--- config.mk ---
export PLATFORM = sky130hd
export DESIGN_NAME = alu_seq_flat
export DESIGN_NICKNAME = d
export VERILOG_FILES = /design/src/rtl/alu_seq_pkg.sv /design/src/rtl/alu_seq_if.sv /design/src/rtl/alu_seq_iter_unit.sv /design/src/rtl/alu_seq.sv /design/src/flat_wrapper.sv
export SDC_FILE = /design/constraint.sdc
export NUM_CORES = 1
export LEC_CHECK = 0
export CORE_UTILIZATION = 40
export CTS_BUF_LIST = sky130_fd_sc_hd__clkbuf_8 sky130_fd_sc_hd__clkbuf_16
export DETAILED_ROUTE_END_ITERATION = 7
export HOLD_SLACK_MARGIN = 0.06
export PLACE_DENSITY = 0.66
export SLEW_MARGIN = 20
export SYNTH_ARGS = -nofsm -noshare
export SYNTH_HDL_FRONTEND = slang
export SYNTH_HIERARCHICAL = 1
export SYNTH_SLANG_ARGS = --single-unit
--- constraint.sdc ---
create_clock -name clk -period 12 [get_ports clk]
set_clock_uncertainty 0.2 [all_clocks]
set_input_delay 2.4 -clock clk [delete_from_list [all_inputs] [get_ports clk]]
set_output_delay 2.4 -clock clk [all_outputs]
set_load 0.02 [all_outputs]
--- src/rtl/alu_seq_pkg.sv ---
// alu_seq_pkg: opcodes, flag bit positions, iterative-unit modes and FSM states for alu_seq
package alu_seq_pkg;
    localparam int unsigned OP_ADD  = 0;
    localparam int unsigned OP_SUB  = 1;
    localparam int unsigned OP_AND  = 2;
    localparam int unsigned OP_OR   = 3;
    localparam int unsigned OP_XOR  = 4;
    localparam int unsigned OP_NOR  = 5;
    localparam int unsigned OP_SLL  = 6;
    localparam int unsigned OP_SRL  = 7;
    localparam int unsigned OP_SRA  = 8;
    localparam int unsigned OP_SLT  = 9;
    localparam int unsigned OP_SLTU = 10;
    localparam int unsigned OP_MUL  = 11;
    localparam int unsigned OP_DIVU = 12;
    localparam int unsigned OP_REMU = 13;
    localparam int F_Z   = 0;
    localparam int F_C   = 1;
    localparam int F_V   = 2;
    localparam int F_DZ  = 3;
    localparam int F_ILL = 4;
    localparam logic MODE_MUL = 1'b0;
    localparam logic MODE_DIV = 1'b1;
    typedef enum logic {S_IDLE = 1'b0, S_ITER = 1'b1} state_t;
endpackage

--- src/rtl/alu_seq_if.sv ---
// alu_seq_if: issue-side and writeback-side valid/ready bundle of alu_seq
interface alu_seq_if #(parameter int WIDTH = 32, parameter int OPW = 5);
    logic             in_valid;
    logic             in_ready;
    logic [WIDTH-1:0] a;
    logic [WIDTH-1:0] b;
    logic [OPW-1:0]   opcode;
    logic             out_valid;
    logic             out_ready;
    logic [WIDTH-1:0] result;
    logic [4:0]       flags;
    modport master (output in_valid, a, b, opcode, out_ready,
                    input  in_ready, out_valid, result, flags);
    modport slave  (input  in_valid, a, b, opcode, out_ready,
                    output in_ready, out_valid, result, flags);
endinterface

--- src/rtl/alu_seq_iter_unit.sv ---
// alu_seq_iter_unit: WIDTH-step shift-add multiplier / restoring divider; done pulses the cycle after the last step
module alu_seq_iter_unit #(parameter int WIDTH = 32) (
    input  logic             clk,
    input  logic             rst,
    input  logic             start,
    input  logic             mode,
    input  logic [WIDTH-1:0] a,
    input  logic [WIDTH-1:0] b,
    output logic             busy,
    output logic             done,
    output logic [WIDTH-1:0] lo,
    output logic [WIDTH-1:0] hi
);
    localparam int CW = $clog2(WIDTH);
    logic [CW-1:0]    cnt;
    logic [WIDTH-1:0] d;
    logic             div_q;
    logic [WIDTH:0]   madd, rsh, rdiff;
    assign madd  = {1'b0, hi} + (lo[0] ? {1'b0, d} : '0);
    assign rsh   = {hi, lo[WIDTH-1]};
    assign rdiff = rsh - {1'b0, d};
    // mul: {hi,lo} is the right-shifting product; div: hi is the remainder, lo shifts dividend out and quotient in
    always_ff @(posedge clk) begin
        if (rst) begin
            busy  <= 1'b0;
            done  <= 1'b0;
            cnt   <= '0;
            d     <= '0;
            div_q <= 1'b0;
            lo    <= '0;
            hi    <= '0;
        end else begin
            done <= busy && cnt == '0;
            if (start) begin
                busy  <= 1'b1;
                cnt   <= CW'(WIDTH - 1);
                div_q <= mode;
                d     <= b;
                lo    <= a;
                hi    <= '0;
            end else if (busy) begin
                busy <= cnt != '0;
                cnt  <= cnt - 1'b1;
                if (div_q)
                    {hi, lo} <= rdiff[WIDTH] ? {rsh[WIDTH-1:0], lo[WIDTH-2:0], 1'b0}
                                             : {rdiff[WIDTH-1:0], lo[WIDTH-2:0], 1'b1};
                else
                    {hi, lo} <= {madd, lo[WIDTH-1:1]};
            end
        end
    end
endmodule

--- src/rtl/alu_seq.sv ---
// alu_seq: handshaked ALU; single-cycle ops from latched operands, MUL/DIVU/REMU through the shared iterative unit
module alu_seq import alu_seq_pkg::*; #(parameter int WIDTH = 32, parameter int OPW = 5) (
    input logic      clk,
    input logic      rst,
    alu_seq_if.slave bus
);
    localparam int SHW = $clog2(WIDTH);
    state_t           state, state_n;
    logic [WIDTH-1:0] a_q, b_q, sc_res, it_res, lo, hi;
    logic [OPW-1:0]   op_q;
    logic [4:0]       sc_fl, it_fl;
    logic [WIDTH:0]   add_s, sub_s;
    logic [SHW-1:0]   sh;
    logic             pend, accept, multi, busy, done;
    int unsigned      opi, opn;
    assign opn    = 32'(bus.opcode);
    assign opi    = 32'(op_q);
    assign multi  = opn == OP_MUL || opn == OP_DIVU || opn == OP_REMU;
    assign accept = bus.in_valid && bus.in_ready;
    assign add_s  = {1'b0, a_q} + {1'b0, b_q};
    assign sub_s  = {1'b0, a_q} + {1'b0, ~b_q} + 1'b1;
    assign sh     = b_q[SHW-1:0];
    assign it_res = opi == OP_REMU ? hi : lo;
    alu_seq_iter_unit #(.WIDTH(WIDTH)) u_iter (
        .clk   (clk),
        .rst   (rst),
        .start (accept && multi),
        .mode  (opn == OP_MUL ? MODE_MUL : MODE_DIV),
        .a     (bus.a),
        .b     (bus.b),
        .busy  (busy),
        .done  (done),
        .lo    (lo),
        .hi    (hi)
    );
    always_ff @(posedge clk) begin
        if (rst) state <= S_IDLE;
        else     state <= state_n;
    end
    always_comb begin
        state_n = state == S_IDLE ? (accept && multi ? S_ITER : S_IDLE) : (done ? S_IDLE : S_ITER);
    end
    // pend covers the cycle a single-cycle result is being registered, so it cannot collide with a held output
    always_comb begin
        bus.in_ready = state == S_IDLE && !pend && !busy && (!bus.out_valid || bus.out_ready);
    end
    always_comb begin
        sc_res = '0;
        sc_fl  = '0;
        it_fl  = '0;
        case (opi)
            OP_ADD:  begin
                sc_res       = add_s[WIDTH-1:0];
                sc_fl[F_C]   = add_s[WIDTH];
                sc_fl[F_V]   = a_q[WIDTH-1] == b_q[WIDTH-1] && add_s[WIDTH-1] != a_q[WIDTH-1];
            end
            OP_SUB:  begin
                sc_res       = sub_s[WIDTH-1:0];
                sc_fl[F_C]   = sub_s[WIDTH];
                sc_fl[F_V]   = a_q[WIDTH-1] != b_q[WIDTH-1] && sub_s[WIDTH-1] != a_q[WIDTH-1];
            end
            OP_AND:  sc_res = a_q & b_q;
            OP_OR:   sc_res = a_q | b_q;
            OP_XOR:  sc_res = a_q ^ b_q;
            OP_NOR:  sc_res = ~(a_q | b_q);
            OP_SLL:  sc_res = a_q << sh;
            OP_SRL:  sc_res = a_q >> sh;
            OP_SRA:  sc_res = WIDTH'($signed(a_q) >>> sh);
            OP_SLT:  sc_res = {{(WIDTH-1){1'b0}}, $signed(a_q) < $signed(b_q)};
            OP_SLTU: sc_res = {{(WIDTH-1){1'b0}}, a_q < b_q};
            default: sc_fl[F_ILL] = opi > OP_REMU;
        endcase
        sc_fl[F_Z]  = !sc_fl[F_ILL] && sc_res == '0;
        it_fl[F_DZ] = opi != OP_MUL && b_q == '0;
        it_fl[F_Z]  = it_res == '0;
    end
    always_ff @(posedge clk) begin
        if (rst) begin
            bus.out_valid <= 1'b0;
            bus.result    <= '0;
            bus.flags     <= '0;
            pend          <= 1'b0;
            a_q           <= '0;
            b_q           <= '0;
            op_q          <= '0;
        end else begin
            pend <= accept && !multi;
            if (accept) begin
                a_q  <= bus.a;
                b_q  <= bus.b;
                op_q <= bus.opcode;
            end
            if (pend) begin
                bus.out_valid <= 1'b1;
                bus.result    <= sc_res;
                bus.flags     <= sc_fl;
            end else if (state == S_ITER && done) begin
                bus.out_valid <= 1'b1;
                bus.result    <= it_res;
                bus.flags     <= it_fl;
            end else if (bus.out_ready) begin
                bus.out_valid <= 1'b0;
            end
        end
    end
endmodule
--- src/flat_wrapper.sv ---
// flat-port wrapper written by rule: the top's interface ports become plain ports
module alu_seq_flat import alu_seq_pkg::*;
#(parameter int WIDTH = 32, parameter int OPW = 5)
  (clk, rst, bus_in_valid, bus_a, bus_b, bus_opcode, bus_out_ready, bus_in_ready, bus_out_valid, bus_result, bus_flags);
  alu_seq_if #(.WIDTH(WIDTH), .OPW(OPW)) bus_i ();
  input logic clk;
  input logic rst;
  input wire logic [$bits(bus_i.in_valid)-1:0] bus_in_valid;
  input wire logic [$bits(bus_i.a)-1:0] bus_a;
  input wire logic [$bits(bus_i.b)-1:0] bus_b;
  input wire logic [$bits(bus_i.opcode)-1:0] bus_opcode;
  input wire logic [$bits(bus_i.out_ready)-1:0] bus_out_ready;
  output wire logic [$bits(bus_i.in_ready)-1:0] bus_in_ready;
  output wire logic [$bits(bus_i.out_valid)-1:0] bus_out_valid;
  output wire logic [$bits(bus_i.result)-1:0] bus_result;
  output wire logic [$bits(bus_i.flags)-1:0] bus_flags;
  assign bus_i.in_valid = bus_in_valid;
  assign bus_i.a = bus_a;
  assign bus_i.b = bus_b;
  assign bus_i.opcode = bus_opcode;
  assign bus_i.out_ready = bus_out_ready;
  assign bus_in_ready = bus_i.in_ready;
  assign bus_out_valid = bus_i.out_valid;
  assign bus_result = bus_i.result;
  assign bus_flags = bus_i.flags;
  alu_seq #(.WIDTH(WIDTH), .OPW(OPW)) u_core (.clk(clk), .rst(rst), .bus(bus_i));
endmodule
==> Word level (Yosys, flattened, before mapping) <==
Cells that the tools add are included.
{ "word_totals": {"reg_bits": 213, "in_bits": 73, "out_inout_bits": 39, "elab_cells": 110} }
{ "classes": {"add_sub_neg": 6, "n_lt_le_gt_ge": 3, "n_eq_ne": 19, "shifts": 3, "n_mux": 25, "n_bitwise": 6, "reduce_logical": 32} }
{ "ops": {"columns": ["op", "n"], "rows": [
  ["$pmux W32 S11", 1],
  ["$mux W32", 8],
  ["$logic_not A32 Y1", 4],
  ["$add A32 B32 Y33", 2],
  ["$lt A32 B32 Y1", 2],
  ["$mux W64", 1],
  ["$not A32 Y32", 2],
  ["$eq A5 B4 Y1 const B", 7],
  ["$add A32 B33 Y33", 1],
  ["$add A33 B1 Y33 const B", 1],
  ["$sub A33 B32 Y33", 1],
  ["$and A32 B32 Y32", 1],
  ["$or A32 B32 Y32", 1],
  ["$shl A32 B5 Y32", 1],
  ["$shr A32 B5 Y32", 1],
  ["$sshr A32 B5 Y32", 1],
  ["$xor A32 B32 Y32", 1],
  ["$eq A5 B3 Y1 const B", 4],
  ["$mux W5", 4],
  ["$logic_and A1 B1 Y1", 12],
  ["$reduce_or A11 Y1", 1],
  ["$eq A5 B2 Y1 const B", 2],
  ["$mux W1", 10],
  ["$eq A5 B1 Y1 const B", 1],
  ["14 further kinds", 24]
]} }

==> Depth between registers and ports, before layout <==
Gate-level depths: netlist of run 1.
{ "depth": {"word_depth": 8, "depth_mapped": 18, "mapped_depth_nobuf": 15} }

==> By module <==
Netlist of run 1, hierarchy kept.
{ "modules_own_cells": {"columns": ["module", "n_inst", "cells_each", "area_each_um2", "seq_area_each_um2"], "rows": [
  ["alu_seq", 1, 2190, 15675.0, 2182.1],
  ["alu_seq_iter_unit", 1, 1066, 8363.0, 2082.0]
]} }

==> Worst setup path before layout of run 1 <==
No wires, ideal clock.
{ "synth_path": {"path_kind": "input -> output", "from": "input port bus_out_ready", "to": "output port bus_in_ready", "arrival_time_ns": 3.234, "t_required_ns": 9.400, "path_slack_ns": 6.166, "path_stages": 3, "path_buffers": 0, "path_cell_list": "inv_1 > a21oi_1 > nor3b_1"} }
{ "synth_via": {"elab_chain_len": 2} }
{ "synth_lines": {"columns": ["element", "line", "text"], "rows": [
  ["start: declaration", "flat_wrapper.sv:12", "input wire logic [$bits(bus_i.out_ready)-1:0] bus_out_ready;"],
  ["$logic_or A1 B1 Y1", "alu_seq.sv:45", "bus.in_ready = state == S_IDLE && !pend && !busy && (!bus.out_valid || bus.out_ready);"],
  ["$logic_and A1 B1 Y1", "alu_seq.sv:45", null],
  ["end: declaration", "flat_wrapper.sv:13", "output wire logic [$bits(bus_i.in_ready)-1:0] bus_in_ready;"]
]} }
No other way between the ends.

==> Worst setup path after layout of run 1 <==
Ends and elaborated chain as after synthesis.

==> results of run 1 <==
[cell usage after synthesis, types with 52 or more instances]
cell type / instances
a211oi_1: 101
a21oi_1: 321
and2_1: 52
clkbuf_1: 199
dfxtp_1: 213
ha_1: 170
inv_1: 140
mux2_2: 56
mux2i_1: 173
nand2_1: 349
nor2_1: 341
nor3_1: 63
o21ai_0: 156
[tightest hold or removal path, delay by kind of cell, from the launching register on]
family / cells / cell delay [ns]
AND/OR/NAND/NOR: 1 / 0.05
AO/OA/AOI/OAI: 1 / 0.06
flip-flops: 1 / 0.31
[area by class of cell]
cell class | instances | area [sq um] | area share
well taps | 773 | 967 | 0.0367
inverters | 144 | 541 | 0.0205
flip-flops and latches | 213 | 4290 | 0.163
multi-input cells | 2642 | 18200 | 0.691
repair buffers | 182 | 1650 | 0.0624
clock inverters | 13 | 91.3 | 0.00346
clock buffers | 26 | 617 | 0.0234
[logic make-up after synthesis]
family	after synthesis
AO/OA/AOI/OAI	1032
XOR/XNOR	61
adder cells (fa/ha/maj)	174
buffers and inverters	401
flip-flops	213
multiplexers	280
AND/OR/NAND/NOR	1095
[power breakdown]
group | switching [mW] | total (mW) | internal [mW]
combinational | 0.676 | 1.07 | 0.391
clock | 0.303 | 0.690 | 0.388
sequential | 0.0610 | 0.800 | 0.739
[through the flow]
stage                     std cells  utilization
after global routing           3993        0.445
after floorplan                3256            -
after CTS                      3993        0.445
after global placement         3954        0.433
final                          3993        0.445
after detailed placement       3954        0.433
[state kept, by name, indices dropped and copies added, names as in the netlist]
register / cells
u_core/a_q: 32
u_core/b_q: 32
u_core/bus.flags: 5
u_core/bus.out_valid: 1
u_core/bus.result: 32
u_core/op_q: 5
u_core/pend: 1
u_core/state: 1
u_core/u_iter/busy: 1
u_core/u_iter/cnt: 5
u_core/u_iter/d: 32
u_core/u_iter/div_q: 1
u_core/u_iter/done: 1
u_core/u_iter/hi: 32
u_core/u_iter/lo: 32
[path summary, 6_finish.rpt]
check / from / to / slack, ns / cells past startpoint
max: bus_out_ready / bus_in_ready / 5.23 / 5
min: u_core/a_q[9] / u_core/a_q[9] / 0.27 / 2
max reg2reg: u_core/b_q[1] / u_core/bus.flags[0] / 5.80 / 12
min reg2reg: u_core/a_q[9] / u_core/a_q[9] / 0.27 / 2
[layer usage]
| metal | wire, um | GRT usage | vias to the layer above |
|---|---|---|---|
| met3 | 9430 | 0.0482 | 220 |
| met2 | 45200 | 0.516 | 1390 |
| li1 | - | - | 11885 |
| met5 | 33 | 0 | - |
| met1 | 43300 | 0.444 | 12357 |
| met4 | 4690 | 0.139 | 4 |
==> impl_metrics.ini, run 1 <==
[logic_synthesis]
syn_inst = 3256
netlist_area_sq_um = 24000
synth_compound_area_frac = 0.287
ys.flop_type = dfxtp_1
ys_ff_latch = 213
synth.avg_cell_area_sq_um = 7.38
synth_area_leaders = dfxtp_1 18%, ha_1 8.8%, mux2i_1 7.2%
yosys.area_share.adder = 0.0918
yosysUniqueCellTypes = 100
synth_xor_area_frac = 0.0230
yosysSeqAreaShare = 0.177
synth_area_leader_cell = dfxtp_1
synthArstFlopShare = 0
synth_nets = 3503
muxShareOfSynthArea = 0.143
synth-warning-count = 6
synth-simple-area-share = 0.211
synth.top_cell.area_share = 0.177
synth-edff-count = 0
synth_top_family_by_area = compound AO/OA/AOI/OAI gates

[die]
dieArea_sq_um = 61100
die_h_um = 247
start_util = 0.406
rows = 89
dieWidth_um = 247
ios = 112
core_area_sq_um = 59200

[timing]
finalWorstSetupSlack_ns = 5.23
timing.slew.headroom = 0.263
rsz0062_at_grt = false
slew_viol_final = 0
holdWs_ns = 0.267
finalCritPeriodShare = 0.564
hold_violations = 0
worstMarginPinSlew_ns = 1.09
clock.fmax_mhz = 148
setup_viol = 0
period_needed_ns = 6.77
tns_ns = 0

[setup_path]
endpoint_kind = output pin
slowest_delay_ns = 0.69
worstPathArrival_ns = 4.17
cp_max_fo = 4
cp_num_buf_inv = 3
cpMaxStageDelayCell = clkdlybuf4s50_1
cp-start-kind = primary input
cp_cell_sequence = clkdlybuf4s50_1, inv_1, a21oi_1, nor3b_1, clkdlybuf4s50_1
cpLargestDelayFamily = buffers and inverters
cp.required_ns = 9.40
cpMostUsedCell = clkdlybuf4s50_1
worstSetupPathType = primary input to output pin

[clocking]
cts_sinks = 213
cts_buffers = 23
htree_levels = 1
postCtsResizedCells = 0
path_clk_slew_ns = 0.06
clk_latency_ns = 0.54
cts_root_buf = clkbuf_16
postCtsSetupBuffers = 0
clock_path_buffers = 3
ctsHoldBuffers = 0
cts_tree = built

[drt]
wirelength_um = 103000
viasPerCell = 6.48
vias = 25856
ant_nets = 0
drt_iter0_markers = 3252
drc = 0
dr.pass1.iters = 6
wl_per_cell_um = 25.7

[placed_design]
pre_cts_ws_ns = 5.22
place_congestion = 1.05
portBuffers = 111
dpl.hpwl_um = 78600
placed_area_sq_um = 25700

[layout]
n_antenna_cell = 0
fin_nets = 3453
final_cell_mix = 348 x nand2_1, 337 x nor2_1, 321 x a21oi_1
drive_above_1_share = 0.0839
final_area_sq_um = 26400
fillCellCount = 6183
area_growth_pct = 9.67
mostFrequentLayoutCell = nand2_1

[pwr]
vdd_drop_max_mv = 0.112
total_power_mw = 2.56
p_per_area_nw_per_um2 = 97.0
leakage_nw = 9.76

[status]
status = finished clean

[hold_path]
hold_class = flip-flop to flip-flop

[global_route]
grt_max_degree = 88
grt_pass1_vias = 23844
grt_pass1_wl_um = 154000
antenna_found_initial = 3
grt.total_usage = 0.328
grt-ovfl-total = 0

[run]
maxCapViolations = 0
Power figures use the tool's default switching activity.
==> inputs of run 2 (changes only) <==
PLACE_DENSITY = 0.68   (was 0.66)
clock period = 6.1 ns   (was 12 ns; I/O delays follow)
==> impl_metrics.ini, run 2 (synthesis gave the netlist of run 1 again) <==
[status]
status = finished clean

[layout]
final_cell_mix = 348 x nand2_1, 337 x nor2_1, 321 x a21oi_1
area_growth_pct = 11.2
drive_above_1_share = 0.0910
fillCellCount = 6067
fin_nets = 3471
mostFrequentLayoutCell = nand2_1
post-route-util = 0.451
final_cells = 4017

[timing]
finalCritPeriodShare = 0.882
hold_violations = 0
slew_viol_final = 0
rsz0062_at_grt = false
worstMarginPinSlew_ns = 1.10
timing.slew.headroom = 0.265
setup_viol = 0
clock.fmax_mhz = 186
tns_ns = 0
period_needed_ns = 5.38

[drt]
met3_wirelength_um = 9950
wirelength_um = 105000
ant_nets = 0
vias = 26210
drt_iter0_markers = 3164
met2_length_um = 45200
drc = 0
wl_met1_um = 43700
top_layer = met5
wl_per_cell_um = 26.2
viasPerCell = 6.52
dr.pass1.iters = 6

[clocking]
path_clk_slew_ns = 0.06
cts_root_buf = clkbuf_16
postCtsSetupBuffers = 0
cts_sinks = 213
clock_path_buffers = 3
ctsHoldBuffers = 0
postCtsResizedCells = 0
htree_levels = 1
cts_tree = built
clk_latency_ns = 0.56
cts_buffers = 26

[die]
start_util = 0.406
rows = 89
ios = 112
die_h_um = 247
dieArea_sq_um = 61100
dieWidth_um = 247
core_area_sq_um = 59200

[placed_design]
portBuffers = 111
dpl.hpwl_um = 81000
place_congestion = 1.08
dp.cells = 3969

[setup_path]
worstSetupPathType = flip-flop to flip-flop
cp-start-kind = flip-flop
cp.required_ns = 6.34
timing.rr.end = u_core/bus.flags[0]
reg2reg_depth = 12
cp_max_fo = 28
rr_startpoint = u_core/b_q[0]
worstPathArrival_ns = 5.62
endpoint_kind = flip-flop
r2r_slack_ns = 0.72

[global_route]
antenna_found_initial = 3
grt_pass1_vias = 24170
grt_pass1_wl_um = 157000
grt_max_degree = 117
grt-ovfl-total = 0
grt.total_usage = 0.337

[hold_path]
min_path_cells = 2
min_from = u_core/a_q[9]
hold_class = flip-flop to flip-flop
whs_endpoint = u_core/a_q[9]

[pwr]
total_power_mw = 5.37
leakage_nw = 9.92
p_per_area_nw_per_um2 = 201
vdd_drop_max_mv = 0.216

[run]
maxCapViolations = 0
## run 2: changes by cell type in the layout (fill, tap and decap cells not counted), moves of 2 or more
cell / previous run / this run
buf_4: 71 / 83
clkbuf_16: 23 / 28
clkinv_2: 5 / 3
clkinvlp_4: 0 / 3
bufinv_16: 1 / 3
buf_12: 0 / 3
inv_1: 145 / 142
## run 2: critical path, stage by stage, from the launching register on
cell and delay [ns]:
dfxtp_2 0.59, buf_4 0.46, mux2_1 0.39, mux2_1 0.30, a32oi_1 0.61, o31ai_1 0.17
a2111oi_2 0.37, o221ai_1 0.24, or4_1 0.56, or4_1 0.59, nor4_1 0.32, nand4b_1 0.15
o41ai_2 0.31
## run 2: how the worst max path moves through the flow
stage | slack, ns | to | start
floorplan | 1.06 | u_core/bus.flags[0] | u_core/b_q[2]
global placement | 0.99 | u_core/bus.flags[0] | u_core/b_q[0]
detailed placement | 0.88 | u_core/bus.flags[0] | u_core/b_q[0]
CTS | 0.82 | u_core/bus.flags[0] | u_core/b_q[0]
global route | 0.57 | u_core/bus.flags[0] | u_core/b_q[0]
finish | 0.72 | u_core/bus.flags[0] | u_core/b_q[0]
## run 2: metrics by stage
stage,cell area (sq um),setup WS [ns],hold slack (ns)
2_1_floorplan,24000,1.06,0.265
3_3_place_gp,25800,0.989,0.243
3_5_place_dp,25800,0.880,0.247
4_1_cts,26700,0.822,0.255
5_1_grt,26700,0.566,0.270
6_report,26700,0.718,0.254
## run 2: area by class of cell
class	count	area, sq um	share of cell area
diodes	1	2.50	0.0000936
clock buffers	32	756	0.0283
clock inverters	15	168	0.00627
inverters	144	541	0.0202
multi-input cells	2642	18200	0.681
flip-flops and latches	213	4290	0.160
well taps	773	967	0.0362
repair buffers	197	1800	0.0672
## run 2: report_power, final
group	switching [mW]	internal, mW
clock	0.651	1.01
sequential	0.121	1.45
combinational	1.36	0.782
## run 2: metal layers
layer,track usage,up-vias
li1,-,11955
met1,0.456,12412
met2,0.513,1530
met3,0.0530,309
met4,0.180,4
met5,0,-
